===== config.mk =====
export PLATFORM = sky130hd
export DESIGN_NAME = freelist_alloc_ctrl
export DESIGN_NICKNAME = d
export VERILOG_FILES = /design/src/rtl/freelist_alloc_ctrl.sv
export SDC_FILE = /design/constraint.sdc
export NUM_CORES = 1
export LEC_CHECK = 0
export ABC_CLOCK_PERIOD_IN_PS = 5500
export CAP_MARGIN = 30
export CORE_MARGIN = 2
export CORE_UTILIZATION = 45
export CTS_CLUSTER_DIAMETER = 30
export DETAILED_ROUTE_END_ITERATION = 12
export PLACE_DENSITY = 0.88
export REMOVE_ABC_BUFFERS = 1
export SETUP_SLACK_MARGIN = 0.15
export SLEW_MARGIN = 40
export SYNTH_ARGS = -nofsm -noshare
export SYNTH_HDL_FRONTEND = slang
export SYNTH_SLANG_ARGS = --single-unit

===== constraint.sdc =====
create_clock -name clock -period 5.5 [get_ports clock]
set_input_delay 0.825 -clock clock [delete_from_list [all_inputs] [get_ports clock]]
set_output_delay 0.825 -clock clock [all_outputs]
set_load 0.01 [all_outputs]

===== src/rtl/freelist_alloc_ctrl.sv =====
// Rename/commit front-end for the physical-register freelist: gates and compacts 2-wide
// allocation, forwards registered frees, mirrors the free count. Optional: FREELIST_ALLOC_CTRL_CHK_EN.
module freelist_alloc_ctrl #(
  parameter int unsigned NUM_REGS       = 32,
  parameter int unsigned LOG_NUM_REGS   = 5,
  parameter int unsigned PREG_IDX_WIDTH = 6,
  parameter int unsigned DRAIN_CYCLES   = 4
) (
  input  logic                      clock,
  input  logic                      reset_n,
  input  logic                      flush,
  input  logic [1:0]                rn_valid,
  output logic                      rn_ready,
  output logic [PREG_IDX_WIDTH-1:0] rn0_preg,
  output logic [PREG_IDX_WIDTH-1:0] rn1_preg,
  output logic                      fl_req0_valid,
  output logic                      fl_req1_valid,
  input  logic [PREG_IDX_WIDTH-1:0] fl_req0_data,
  input  logic [PREG_IDX_WIDTH-1:0] fl_req1_data,
  input  logic [1:0]                cm_valid,
  input  logic [PREG_IDX_WIDTH-1:0] cm0_preg,
  input  logic [PREG_IDX_WIDTH-1:0] cm1_preg,
  output logic                      fl_wr0_valid,
  output logic                      fl_wr1_valid,
  output logic [PREG_IDX_WIDTH-1:0] fl_wr0_data,
  output logic [PREG_IDX_WIDTH-1:0] fl_wr1_data,
  output logic [LOG_NUM_REGS:0]     avail_count,
  output logic                      err
);

  localparam int unsigned CNT_W   = LOG_NUM_REGS + 1;
  localparam int unsigned SUM_W   = LOG_NUM_REGS + 3;
  localparam int unsigned DRAIN_W = 4;
  localparam logic signed [SUM_W-1:0] NUM_REGS_S = SUM_W'(NUM_REGS);

  typedef enum logic [1:0] {
    RUN   = 2'd0,
    FLUSH = 2'd1,
    DRAIN = 2'd2
  } state_t;

  state_t               state;
  logic [DRAIN_W-1:0]   drain_cnt;
  logic [1:0]           need;
  logic                 alloc_go;
  logic [1:0]           req_cnt;
  logic [1:0]           wr_cnt;
  logic signed [SUM_W-1:0] sum_next;
  logic                 cnt_over;
  logic                 cnt_under;
  logic [CNT_W-1:0]     avail_next;

  // Flush/drain sequencing; flush wins from any state
  always_ff @(posedge clock or negedge reset_n) begin
    if (!reset_n) begin
      state     <= RUN;
      drain_cnt <= '0;
    end else if (flush) begin
      state     <= FLUSH;
      drain_cnt <= '0;
    end else begin
      case (state)
        FLUSH: begin
          state     <= DRAIN;
          drain_cnt <= DRAIN_W'(DRAIN_CYCLES - 1);
        end
        DRAIN: begin
          if (drain_cnt == '0) begin
            state <= RUN;
          end else begin
            drain_cnt <= drain_cnt - DRAIN_W'(1);
          end
        end
        default: begin
          state     <= RUN;
          drain_cnt <= '0;
        end
      endcase
    end
  end

  assign need     = 2'({1'b0, rn_valid[0]} + {1'b0, rn_valid[1]});
  assign rn_ready = (state == RUN) && !flush && (CNT_W'(need) <= avail_count);
  assign alloc_go = rn_ready && (need != 2'd0);

  // The first requesting lane always takes the freelist head port
  assign fl_req0_valid = alloc_go;
  assign fl_req1_valid = alloc_go && (need == 2'd2);
  assign rn0_preg      = (alloc_go && rn_valid[0]) ? fl_req0_data : '0;
  assign rn1_preg      = (alloc_go && rn_valid[1])
                         ? (rn_valid[0] ? fl_req1_data : fl_req0_data) : '0;

  // Frees are compacted on the way into the register stage
  always_ff @(posedge clock or negedge reset_n) begin
    if (!reset_n) begin
      fl_wr0_valid <= 1'b0;
      fl_wr1_valid <= 1'b0;
      fl_wr0_data  <= '0;
      fl_wr1_data  <= '0;
    end else begin
      fl_wr0_valid <= |cm_valid;
      fl_wr1_valid <= &cm_valid;
      fl_wr0_data  <= cm_valid[0] ? cm0_preg : (cm_valid[1] ? cm1_preg : '0);
      fl_wr1_data  <= (&cm_valid) ? cm1_preg : '0;
    end
  end

  assign req_cnt = 2'({1'b0, fl_req0_valid} + {1'b0, fl_req1_valid});
  assign wr_cnt  = 2'({1'b0, fl_wr0_valid} + {1'b0, fl_wr1_valid});

  // Signed headroom so both overflow and underflow are visible before clamping
  assign sum_next  = $signed(SUM_W'(avail_count)) + $signed(SUM_W'(wr_cnt))
                   - $signed(SUM_W'(req_cnt));
  assign cnt_under = sum_next[SUM_W-1];
  assign cnt_over  = !cnt_under && (sum_next > NUM_REGS_S);

  always_comb begin
    avail_next = sum_next[CNT_W-1:0];
    if (cnt_under) begin
      avail_next = '0;
    end else if (cnt_over) begin
      avail_next = CNT_W'(NUM_REGS);
    end
  end

  always_ff @(posedge clock or negedge reset_n) begin
    if (!reset_n) begin
      avail_count <= CNT_W'(NUM_REGS);
    end else begin
      avail_count <= avail_next;
    end
  end

`ifdef FREELIST_ALLOC_CTRL_CHK_EN
  logic err_q;

  // Sticky until reset
  always_ff @(posedge clock or negedge reset_n) begin
    if (!reset_n) begin
      err_q <= 1'b0;
    end else if (cnt_over || cnt_under) begin
      err_q <= 1'b1;
    end
  end

  assign err = err_q;
`else
  assign err = 1'b0;
`endif

endmodule


==> results by group, run 1 <==
Floorplan
  – Io pins: 67
  – Die height: 64.7 um
  – Die width: 64.7 um
  – Die area: 0.00419 mm^2
  – Core area: 0.00361 mm^2
  – Initial core utilization: 46.0%
  – Std-Cell Rows: 22

Detailed routing
  – Post-DRT Antenna Nets: 0
  – Initial DRC count: 36
  – Post-DR vias/cell: 4.92
  – Wl on met1: 1370 um
  – Avg WL per Cell: 12.2 um
  – Total wire length: 3410 um
  – Met3 routed WL: 386 um
  – Total vias in the final route: 1373
  – Top sig layer: met4
  – DRT Pass-1 Iters: 4
  – Met2 wire length: 1600 um
  – Post-route DRC: 0

CTS
  – CTS Buf Count: 3
  – # H-tree levels: 1
  – Setup Buffers After CTS: 0
  – Clk_lat worst skew: 0.27 ns
  – CTS root buf: clkbuf_8
  – Post-cts resize count: 0
  – Clock sinks: 26
  – Cts hold-fix bufs: 0
  – TritonCTS clock tree: done
  – CTS clk-pin slew, worst paths: 0.08 ns
  – CTS Buffer Depth: 2

Setup path
  – Worst Path Max Fanout: 11
  – Crit start category: input port
  – Critical path class: in2reg
  – Most common cell on crit path: ha_1
  – R2R depth: 17
  – Slowest CP cell: clkdlybuf4s50_1
  – CP Depth: 18
  – Buffers & Inverters on Critical Path: 2
  – Critical path cell sequence: clkdlybuf4s50_1 -> ha_1 -> ha_1 -> nor2b_1 -> o2111ai_1 -> and4bb_2 -> nor2b_1 -> ha_1 -> nor2b_1 -> ha_1 -> inv_1 -> ha_1 -> fa_1 -> nand2b_1 -> o2bb2ai_2 -> xnor2_1 -> a21oi_1 -> o21a_1
  – Worst Path Required: 5.71 ns
  – Endpoint class of the critical path: flop
  – Reg2reg end: avail_count[5]$_DFF_PN1_
  – R2r setup slk: 1.79 ns
  – Critical register-to-register path startpoint: avail_count[1]$_DFF_PN0_
  – Crit path largest cell delay: 0.45 ns
  – Crit path DAT: 4.74 ns
  – Crit path to: avail_count[5]$_DFF_PN1_
  – CP Launch Point: rn_valid[0]
  – CP top delay family: adder cells

Synth
  – Complex-gate fraction of the synthesized area: 12.2%
  – Synthesized area: 0.00166 mm^2
  – Yosys cell types: 40
  – Synthesized instance count: 165
  – Post-synthesis sequential area ratio: 39.3%
  – Number of flops mapped to enable cells by yosys: 0
  – Syn. warnings: 0
  – Mux cell area share after synthesis: 4.45%
  – Mean area per synthesized cell: 10.0 um^2
  – Largest cells by area after synthesis: dfrtp_1 38%, ha_1 14%, and3_1 4.5%
  – Adder-cell share of the synthesized area: 16.8%
  – Seq cells post-synth: 26
  – Most used DFF post-synth: dfrtp_1
  – Asr flop ratio synth: 100%
  – Post-synth top area share: 37.7%
  – Synth Area in XOR/XNOR: 3.17%
  – Post-synth top area cell: dfrtp_1
  – Largest family of logic cells by synthesized area: simple AND/OR/NAND/NOR gates
  – Synth Area in Simple Gates: 18.4%

STA
  – Max transition margin: 62.6%
  – Setup TNS: 0 ns
  – Fin. max-slew vios: 0
  – Fmax: 0.221 GHz
  – Final setup viols: 0
  – Clock period minus final worst setup slack: 4.53 ns
  – Unrepaired setup endpoints after global routing: false
  – Final worst path period share: 82.4%
  – Worst clock skew: 0.00163 ns
  – Worst slew pin tran: 0.560 ns
  – Final Hold Fails: 0

Layout
  – Most frequent cells in the layout: 64 x clkdlybuf4s50_1, 25 x dfrtp_1, 19 x inv_1, 19 x ha_1, 13 x nor2_1
  – Area grow syn2layout: 46.1%
  – Commonest non-fill, non-tap cell in the layout: clkdlybuf4s50_1
  – Diode count: 0
  – Share of post-route cells with drive strength above 1: 6.06%
  – Fin util: 67.2%
  – Fin nets: 284

Global route
  – Largest net degree at the start of global routing: 27
  – Overflow after GRT: 0
  – Vias in the first global route: 1359
  – Initial antenna violation count: 0
  – First-pass GRT wire length: 5780 um
  – Tot GR Track Use: 17.7%

Job
  – Maxcap violations: 0

Power
  – Sequential power share: 28.4%
  – Switching Fraction: 35.8%
  – Static Leak: 1.14 nW
  – Pwr dens: 333 mW/mm^2
  – Switching power: 0.289 mW
  – Max VDD drop: 198 uV
  – Internal power: 0.517 mW
  – Combinational share of power: 52.5%
  – Clock network fraction of total power: 19.2%

Place
  – Number of port buffers: 65
  – DP HPWL: 2780 um
  – Final RePlAce weighted congestion: 0.788

Run status
  – Status: finished, final reports clean

Min path
  – HP Class: reg2reg
cell usage after synthesis (3+ instances only):
cell type	n
nand2_1	9
nor2_1	13
nor3_1	5
inv_1	19
and3_1	12
nor2b_1	4
mux2i_1	6
dfrtp_1	25
and2_1	3
a22o_1	6
ha_1	19
xnor2_1	4
a21oi_1	7
registers in the layout (all words and copies together) (netlist names):
name,count
avail_count,6
fl_wr0_data,6
fl_wr1_data,6
drain_cnt,4
state,2
fl_wr0_valid,1
fl_wr1_valid,1
metrics by stage:
stage	power, mW	instances	cell area [um^2]	setup WS, ns	hold WS [ns]
after detailed placement	0.655	275	2350	0.690	0.504
after CTS	0.813	279	2420	0.972	0.524
final	0.806	279	2420	0.970	0.520
after global routing	0.871	279	2420	0.741	0.561
after floorplan	0.525	161	1640	1.48	0.475
after global placement	0.645	275	2360	0.854	0.499
per-layer routing:
| layer | up-vias | global-route usage [%] |
|---|---|---|
| li1 | 689 | - |
| met1 | 611 | 19.8 |
| met2 | 66 | 31.1 |
| met3 | 7 | 5.56 |
| met4 | 0 | 6.91 |
| met5 | - | 0 |
tightest hold or removal path, stage by stage, from the launching register on:
cell and delay (ns):
dfrtp_1 0.38, nand2_1 0.05, o21ai_0 0.06
cell families after synthesis:
family                   Yosys count
buffers and inverters             23
adder cells (fa/ha/maj)           21
XOR/XNOR                           6
multiplexers                       7
other                              1
flip-flops                        26
AND/OR/NAND/NOR                   56
AO/OA/AOI/OAI                     25
how the worst min path moves through the flow:
stage	start	endpoint	depth (start not counted)
final	state[1]$_DFFE_PN0P_	state[1]$_DFFE_PN0P_	2
after global routing	reset_n	fl_wr1_data[4]$_DFF_PN0_	1
after CTS	state[1]$_DFFE_PN0P_	state[1]$_DFFE_PN0P_	2
after detailed placement	state[1]$_DFFE_PN0P_	state[1]$_DFFE_PN0P_	2
after global placement	state[1]$_DFFE_PN0P_	state[1]$_DFFE_PN0P_	2
after floorplan	state[1]$_DFFE_PN0P_	state[1]$_DFFE_PN0P_	2
power groups by stage:
stage | clock network, mW | registers [mW] | logic, mW
6_report | 0.155 | 0.228 | 0.423
3_3_place_gp | 0 | 0.232 | 0.413
4_1_cts | 0.160 | 0.229 | 0.425
2_1_floorplan | 0 | 0.239 | 0.286
5_1_grt | 0.172 | 0.231 | 0.468
3_5_place_dp | 0 | 0.233 | 0.423
layout make-up:
type | instances | area [um^2]
clock buffer | 3 | 41.3
tap | 48 | 60.1
clock inverter | 1 | 30.0
timing repair buffer | 66 | 653
inverter | 19 | 71.3
fill | 280 | 1180
multi-input combinational | 116 | 915
sequential | 26 | 652
Note: power is estimated with default switching activity, not from simulation.
==> run 2: changes to the inputs <==
ABC_CLOCK_PERIOD_IN_PS = 4220   (was 5500)
CORE_UTILIZATION = 43   (was 45)
PLACE_DENSITY = 0.85   (was 0.88)
clock period = 4.22 ns   (was 5.5 ns; I/O delays follow)
==> run 2 against run 1 <==
  * Sequential share of layout area is 1.3 points lower
  * Die area is 4.4% higher
  * Clock skew hardly changed
  * Final area is 5.1% higher
  * First-iteration DRC count is 25% lower
  * Critical endpoint is now avail_count[0]$_DFF_PN0_
  * Largest power group unchanged
  * Hold slack worse by 0.18 ns
  * Via count is 4.7% higher
  * Non-clock buffer count is 8 higher
  * Register-to-register slack worse by 0.95 ns
  * Final cell count is 2.9% higher
  * Sequential cell count stayed put
  * Sequential power is 31% higher
==> results by group, run 2 (synthesis gave the netlist of run 1 again) <==
Global route
  – Initial antenna violation count: 0 (unchanged)
  – Tot GR Track Use: 18.2% (was 17.7%)
  – Overflow after GRT: 0 (unchanged)
  – Vias in the first global route: 1424 (was 1359)
  – First-pass GRT wire length: 6260 um (was 5780 um)
  – Largest net degree at the start of global routing: 27 (unchanged)

CTS
  – Cts hold-fix bufs: 0 (unchanged)
  – Clk_lat worst skew: 0.27 ns (about the same)
  – # H-tree levels: 1 (unchanged)
  – Clock sinks: 26 (unchanged)
  – TritonCTS clock tree: done (unchanged)
  – CTS Buffer Depth: 2 (unchanged)
  – CTS root buf: clkbuf_8 (unchanged)
  – CTS clk-pin slew, worst paths: 0.09 ns (was 0.08 ns)
  – CTS Buf Count: 3 (unchanged)

Place
  – Final RePlAce weighted congestion: 0.856 (was 0.788)
  – Number of port buffers: 65 (unchanged)
  – Dpl cell area: 0.00239 mm^2 (was 0.00235 mm^2)
  – Worst slack, placed: -0.166 ns (was 0.690 ns)
  – DP HPWL: 2820 um (was 2780 um)

Detailed routing
  – Post-DRT Antenna Nets: 0 (unchanged)
  – Total vias in the final route: 1437 (was 1373)
  – Avg WL per Cell: 13.1 um (was 12.2 um)
  – Post-DR vias/cell: 5.01 (was 4.92)
  – DRT Pass-1 Iters: 4 (unchanged)
  – Total wire length: 3760 um (was 3410 um)
  – Initial DRC count: 27 (was 36)
  – Post-route DRC: 0 (unchanged)

STA
  – Fmax: 0.261 GHz
  – Max transition margin: 62.4% (was 62.6%)
  – Worst slew pin tran: 0.564 ns (was 0.560 ns)
  – Fin. max-slew vios: 0 (unchanged)
  – Final Hold Fails: 0 (unchanged)
  – Fin worst setup slack: 0.388 ns (was 0.970 ns)
  – Worst clock skew: 0.00142 ns (was 0.00163 ns)
  – Unrepaired setup endpoints after global routing: false (unchanged)
  – Setup TNS: 0 ns (unchanged)
  – Clock period minus final worst setup slack: 3.83 ns
  – Final worst path period share: 90.8%
  – Final setup viols: 0 (unchanged)

Setup path
  – R2R depth: 18 (was 17)
  – Crit path DAT: 4.02 ns (was 4.74 ns)
  – Buffers & Inverters on Critical Path: 6 (was 2)
  – Slowest CP cell: fa_1 (was clkdlybuf4s50_1)
  – CP top delay family: adder cells (unchanged)
  – Critical register-to-register path startpoint: avail_count[1]$_DFF_PN0_ (unchanged)
  – Reg2reg end: avail_count[0]$_DFF_PN0_ (was avail_count[5]$_DFF_PN1_)
  – Critical path class: in2reg (unchanged)
  – R2r setup slk: 0.84 ns (was 1.79 ns)
  – Crit start category: input port (unchanged)
  – Worst Path Max Fanout: 4 (was 11)
  – Worst Path Required: 4.41 ns (was 5.71 ns)
  – Critical path cell sequence: dlygate4sd2_1 -> inv_1 -> ha_1 -> inv_1 -> ha_1 -> nand2_1 -> o2111ai_2 -> and4bb_2 -> nor2b_1 -> ha_1 -> inv_1 -> fa_1 -> inv_2 -> ha_4 -> fa_2 -> nand2b_4 -> o2bb2ai_4 -> a21oi_2 -> mux2i_2 -> buf_4 -> nor3_1 (was clkdlybuf4s50_1 -> ha_1 -> ha_1 -> nor2b_1 -> o2111ai_1 -> and4bb_2 -> nor2b_1 -> ha_1 -> nor2b_1 -> ha_1 -> inv_1 -> ha_1 -> fa_1 -> nand2b_1 -> o2bb2ai_2 -> xnor2_1 -> a21oi_1 -> o21a_1)
  – Endpoint class of the critical path: flop (unchanged)
  – Crit path largest cell delay: 0.37 ns (was 0.45 ns)

Floorplan
  – Die area: 0.00437 mm^2 (was 0.00419 mm^2)
  – Die height: 66.1 um (was 64.7 um)
  – Die width: 66.1 um (was 64.7 um)
  – Initial core utilization: 44.9% (was 46.0%)
  – Std-Cell Rows: 22 (unchanged)
  – Io pins: 67 (unchanged)
  – Core area: 0.00369 mm^2 (was 0.00361 mm^2)

Power
  – Combinational share of power: 59.1% (was 52.5%)
  – Clock network fraction of total power: 16.6% (was 19.2%)
  – PnR Total Power: 1.23 mW (was 0.806 mW)
  – Sequential power share: 24.3% (was 28.4%)
  – Pwr dens: 483 mW/mm^2 (was 333 mW/mm^2)
  – Max VDD drop: 498 uV (was 198 uV)
  – Switching Fraction: 36.1% (was 35.8%)
  – Switching power: 0.444 mW (was 0.289 mW)
  – Static Leak: 1.20 nW (was 1.14 nW)
  – Internal power: 0.785 mW (was 0.517 mW)

Layout
  – Fin util: 69.0% (was 67.2%)
  – Largest registers: avail_count x6, fl_wr0_data x6, fl_wr1_data x6 (unchanged)
  – Fillers: 295 (was 280)
  – Most frequent cells in the layout: 62 x clkdlybuf4s50_1, 25 x dfrtp_1, 18 x inv_1, 18 x ha_1, 13 x nor2_1 (was 64 x clkdlybuf4s50_1, 25 x dfrtp_1, 19 x inv_1, 19 x ha_1, 13 x nor2_1)
  – Share of post-route cells with drive strength above 1: 13.0% (was 6.06%)
  – Finished layout cell area: 0.00254 mm^2 (was 0.00242 mm^2)
  – Fin nets: 292 (was 284)
  – Commonest non-fill, non-tap cell in the layout: clkdlybuf4s50_1 (unchanged)
  – Area grow syn2layout: 53.5% (was 46.1%)
  – Diode count: 0 (unchanged)

Min path
  – HP Class: in2async (was reg2reg)

Run status
  – Status: finished, final reports clean (unchanged)

Job
  – Maxcap violations: 0 (unchanged)
-- run 2: layer usage --
layer / up-vias / GRT usage, % / share of wire (%)
met5: - / 0 / 0
met2: 55 / 33.5 / 49
met4: 0 / 5.61 / 1.1
met1: 664 / 20.0 / 39
li1: 711 / - / -
met3: 7 / 5.45 / 10
-- run 2: worst max-delay path by stage --
stage	startpoint	endpoint	slack, ns	depth (start not counted)
final	rn_valid[1]	avail_count[0]$_DFF_PN0_	0.39	21
after global routing	rn_valid[1]	avail_count[0]$_DFF_PN0_	0.18	21
after CTS	rn_valid[0]	avail_count[0]$_DFF_PN0_	0.16	21
after detailed placement	rn_valid[1]	avail_count[4]$_DFF_PN0_	-0.17	20
after global placement	rn_valid[0]	avail_count[1]$_DFF_PN0_	-0.05	20
after floorplan	rn_valid[0]	avail_count[5]$_DFF_PN1_	0.39	17
-- run 2: layout make-up --
class | instances | area [um^2] | share of cell area [%]
multi-input cells | 116 | 976 | 38.3
repair buffers | 74 | 714 | 28.1
flip-flops and latches | 26 | 652 | 25.6
inverters | 19 | 71.3 | 2.80
well taps | 48 | 60.1 | 2.36
clock buffers | 3 | 41.3 | 1.62
clock inverters | 1 | 30.0 | 1.18
-- run 2: repair_timing --
item / CTS / global route
endpoints found under the setup margin: 5 / 6
pin swaps: 3 / 3
resized for setup: 9 / 4
endpoints found under the hold margin: 0 / 0
gates cloned: 0 / 0
setup buffers: 2 / 1
-- run 2: worst register-to-register path: stages, from the launching register on --
cell and delay [ns]:
dfrtp_1 0.35, inv_1 0.06, ha_1 0.28, nor2b_1 0.17, o2111ai_2 0.13, and4bb_2 0.25
nor2b_1 0.13, ha_1 0.26, inv_1 0.04, fa_1 0.37, inv_2 0.08, ha_4 0.14
fa_2 0.23, nand2b_4 0.07, o2bb2ai_4 0.15, a21oi_2 0.18, mux2i_2 0.09, buf_4 0.15
nor3_1 0.15
-- run 2: power groups by stage --
stage          clock network (mW)  logic, mW  registers (mW)
2_1_floorplan                   0      0.373           0.311
3_3_place_gp                    0      0.586           0.303
3_5_place_dp                    0      0.602           0.303
4_1_cts                     0.207      0.700           0.299
5_1_grt                     0.223      0.792           0.302
6_report                    0.205      0.726           0.298
-- run 2: per-stage QoR --
step,instances,hold slack (ns)
final,287,0.345
after global routing,287,0.374
after CTS,286,0.365
after detailed placement,280,0.504
after global placement,280,0.499
after floorplan,161,0.337
==> run 3: changes to the inputs <==
GPL_ROUTABILITY_DRIVEN = 1   (was default)
SETUP_SLACK_MARGIN = 0.02   (was 0.15)
==> run 3 against run 2 <==
  * Power grew 0.84%
  * Hold slack lost 0.0010 ns
  * Sequential cell count is the same
  * Die area is the same
  * Clock skew is essentially flat
  * Clock-buffer cell count is the same
  * Largest power group unchanged
==> results by group, run 3 (synthesis gave the netlist of run 1 again) <==
Run status
  – Status: finished, final reports clean (unchanged)

Setup path
  – Slowest CP cell: fa_2 (was fa_1)
  – R2R depth: 17 (was 18)
  – Endpoint class of the critical path: flop (unchanged)
  – CP top delay family: adder cells (unchanged)
  – R2r setup slk: 0.79 ns (was 0.84 ns)
  – Crit path largest cell delay: 0.46 ns (was 0.37 ns)
  – Worst Path Max Fanout: 3 (was 4)
  – Reg2reg end: avail_count[0]$_DFF_PN0_ (unchanged)
  – Crit path DAT: 3.99 ns (was 4.02 ns)
  – Crit start category: input port (unchanged)
  – Buffers & Inverters on Critical Path: 5 (was 6)
  – Critical path class: in2reg (unchanged)
  – Critical register-to-register path startpoint: avail_count[1]$_DFF_PN0_ (unchanged)
  – Critical path cell sequence: dlymetal6s2s_1 -> inv_1 -> ha_1 -> inv_1 -> ha_1 -> nand2_1 -> o2111ai_2 -> and4bb_2 -> nor2b_1 -> ha_1 -> inv_1 -> fa_1 -> inv_2 -> ha_4 -> fa_2 -> nor4b_1 -> a21oi_1 -> nor3_2 (was dlygate4sd2_1 -> inv_1 -> ha_1 -> inv_1 -> ha_1 -> nand2_1 -> o2111ai_2 -> and4bb_2 -> nor2b_1 -> ha_1 -> inv_1 -> fa_1 -> inv_2 -> ha_4 -> fa_2 -> nand2b_4 -> o2bb2ai_4 -> a21oi_2 -> mux2i_2 -> buf_4 -> nor3_1)
  – Worst Path Required: 4.42 ns (was 4.41 ns)

Layout
  – Most frequent cells in the layout: 62 x clkdlybuf4s50_1, 25 x dfrtp_1, 18 x inv_1, 18 x ha_1, 13 x nor2_1 (unchanged)
  – Fillers: 294 (was 295)
  – Multi-input gate area: 981 um^2 (was 976 um^2)
  – Area grow syn2layout: 53.6% (was 53.5%)
  – Fin nets: 291 (was 292)
  – Commonest non-fill, non-tap cell in the layout: clkdlybuf4s50_1 (unchanged)
  – Finished Layout Cells: 286 (was 287)
  – Register Area: 652 um^2 (unchanged)
  – Share of post-route cells with drive strength above 1: 13.0% (about the same)
  – Largest registers: avail_count x6, fl_wr0_data x6, fl_wr1_data x6 (unchanged)
  – Diode count: 0 (unchanged)
  – Finished layout cell area: 0.00255 mm^2 (was 0.00254 mm^2)

STA
  – Worst slew pin tran: 0.558 ns (was 0.564 ns)
  – Fin. max-slew vios: 0 (unchanged)
  – Unrepaired setup endpoints after global routing: false (unchanged)
  – Max transition margin: 62.8% (was 62.4%)
  – Clock period minus final worst setup slack: 3.79 ns (was 3.83 ns)
  – Final worst path period share: 89.8% (was 90.8%)
  – Worst clock skew: 0.00161 ns (was 0.00142 ns)
  – Final setup viols: 0 (unchanged)
  – Fmax: 0.264 GHz (was 0.261 GHz)
  – Final Hold Fails: 0 (unchanged)

Global route
  – Routing usage on met3: 5.11% (was 5.45%)
  – M1 GR Usage: 19.4% (was 20.0%)
  – Vias in the first global route: 1414 (was 1424)
  – Initial antenna violation count: 0 (unchanged)
  – Layer carrying the most global-route usage: met2 (unchanged)
  – Tot GR Track Use: 17.7% (was 18.2%)
  – First-pass GRT wire length: 6140 um (was 6260 um)
  – Overflow after GRT: 0 (unchanged)
  – Met2 track demand over resource: 33.1% (was 33.5%)
  – Largest net degree at the start of global routing: 27 (unchanged)

Floorplan
  – Die area: 0.00437 mm^2 (unchanged)
  – Io pins: 67 (unchanged)
  – Die height: 66.1 um (unchanged)
  – Initial core utilization: 44.9% (unchanged)
  – Std-Cell Rows: 22 (unchanged)
  – Core area: 0.00369 mm^2 (unchanged)
  – Die width: 66.1 um (unchanged)

CTS
  – CTS clk-pin slew, worst paths: 0.09 ns (about the same)
  – CTS root buf: clkbuf_8 (unchanged)
  – Clock sinks: 26 (unchanged)
  – CTS Buf Count: 3 (unchanged)
  – CTS Buffer Depth: 2 (unchanged)
  – # H-tree levels: 1 (unchanged)
  – Clk_lat worst skew: 0.27 ns (about the same)
  – TritonCTS clock tree: done (unchanged)

Power
  – Max VDD drop: 503 uV (was 498 uV)
  – Static Leak: 1.20 nW (about the same)
  – Pwr dens: 487 mW/mm^2 (was 483 mW/mm^2)

Job
  – Maxcap violations: 0 (unchanged)

Place
  – Dpl cell area: 0.00239 mm^2 (unchanged)
  – DP HPWL: 2820 um (unchanged)
  – Number of port buffers: 65 (unchanged)
  – Placed cell count: 280 (unchanged)
  – Final RePlAce weighted congestion: 0.856 (unchanged)

Detailed routing
  – Post-DR vias/cell: 5.02 (was 5.01)
  – Initial DRC count: 15 (was 27)
  – Total vias in the final route: 1437 (unchanged)
  – Avg WL per Cell: 13.5 um (was 13.1 um)
  – DRT Pass-1 Iters: 2 (was 4)
  – Total wire length: 3860 um (was 3760 um)
  – Post-DRT Antenna Nets: 0 (unchanged)
  – Post-route DRC: 0 (unchanged)

Min path
  – HP Class: in2async (unchanged)
[run 3: cell count changes in the layout (fill, tap and decap cells not counted), sizes merged]
cell	before	now
buf	10	9
dlygate4sd2	1	0
dlymetal6s2s	1	2
[run 3: metal layers]
| layer | vias to the layer above | part of all wire (%) | wire length [um] |
|---|---|---|---|
| met3 | 5 | 9.3 | 357 |
| met2 | 53 | 51 | 1960 |
| met4 | 0 | 0.88 | 34 |
| met5 | - | 0 | 0 |
| li1 | 708 | - | - |
| met1 | 671 | 39 | 1500 |
[run 3: how the worst max path moves through the flow]
stage | depth (start not counted) | startpoint | endpoint | slack [ns]
floorplan | 17 | rn_valid[0] | avail_count[5]$_DFF_PN1_ | 0.39
global placement | 20 | rn_valid[0] | avail_count[1]$_DFF_PN0_ | -0.05
detailed placement | 20 | rn_valid[1] | avail_count[4]$_DFF_PN0_ | -0.17
CTS | 20 | rn_valid[1] | avail_count[4]$_DFF_PN0_ | 0.08
global route | 18 | rn_valid[1] | avail_count[0]$_DFF_PN0_ | 0.21
finish | 18 | rn_valid[0] | avail_count[0]$_DFF_PN0_ | 0.43
[run 3: final cells by class]
type / instances / area share [%]
flip-flops and latches: 26 / 25.6
repair buffers: 73 / 27.9
clock buffers: 3 / 1.62
multi-input cells: 116 / 38.5
inverters: 19 / 2.80
clock inverters: 1 / 1.18
well taps: 48 / 2.36
[run 3: stage by stage]
step	TNS, ns	hold WS, ns	utilization, %	power [mW]	setup WS [ns]
6_report	0	0.344	69.0	1.24	0.431
5_1_grt	0	0.378	69.0	1.33	0.211
4_1_cts	0	0.365	66.7	1.12	0.0780
3_5_place_dp	-0.928	0.504	64.8	0.904	-0.166
3_3_place_gp	-0.250	0.499	64.9	0.889	-0.0521
2_1_floorplan	0	0.337	-	0.684	0.391
[run 3: repair_timing]
action	in CTS	in global routing
hold endpoints to repair	0	0
resized for setup	0	14
hold buffers	0	0
setup buffers	0	2
endpoints found under the setup margin	0	6
[run 3: report_power, final]
part / switching, mW / internal [mW] / leakage, nW / total (mW)
registers: 0.0179 / 0.280 / 0.337 / 0.298
clock network: 0.0773 / 0.127 / 0.0357 / 0.204
logic: 0.362 / 0.375 / 0.827 / 0.737
total: 0.457 / 0.782 / 1.20 / 1.24
[run 3: worst register-to-register path, cell delays in order, from the launching register on]
cell	delay [ns]
dfrtp_1	0.38
inv_1	0.09
ha_1	0.24
nor2b_1	0.15
o2111ai_2	0.18
and4bb_2	0.25
nor2b_1	0.13
ha_1	0.15
nor2b_1	0.04
ha_1	0.26
inv_1	0.06
ha_4	0.17
fa_2	0.38
buf_4	0.15
xnor2_1	0.15
nor4b_1	0.31
a21oi_1	0.15
nor3_2	0.11
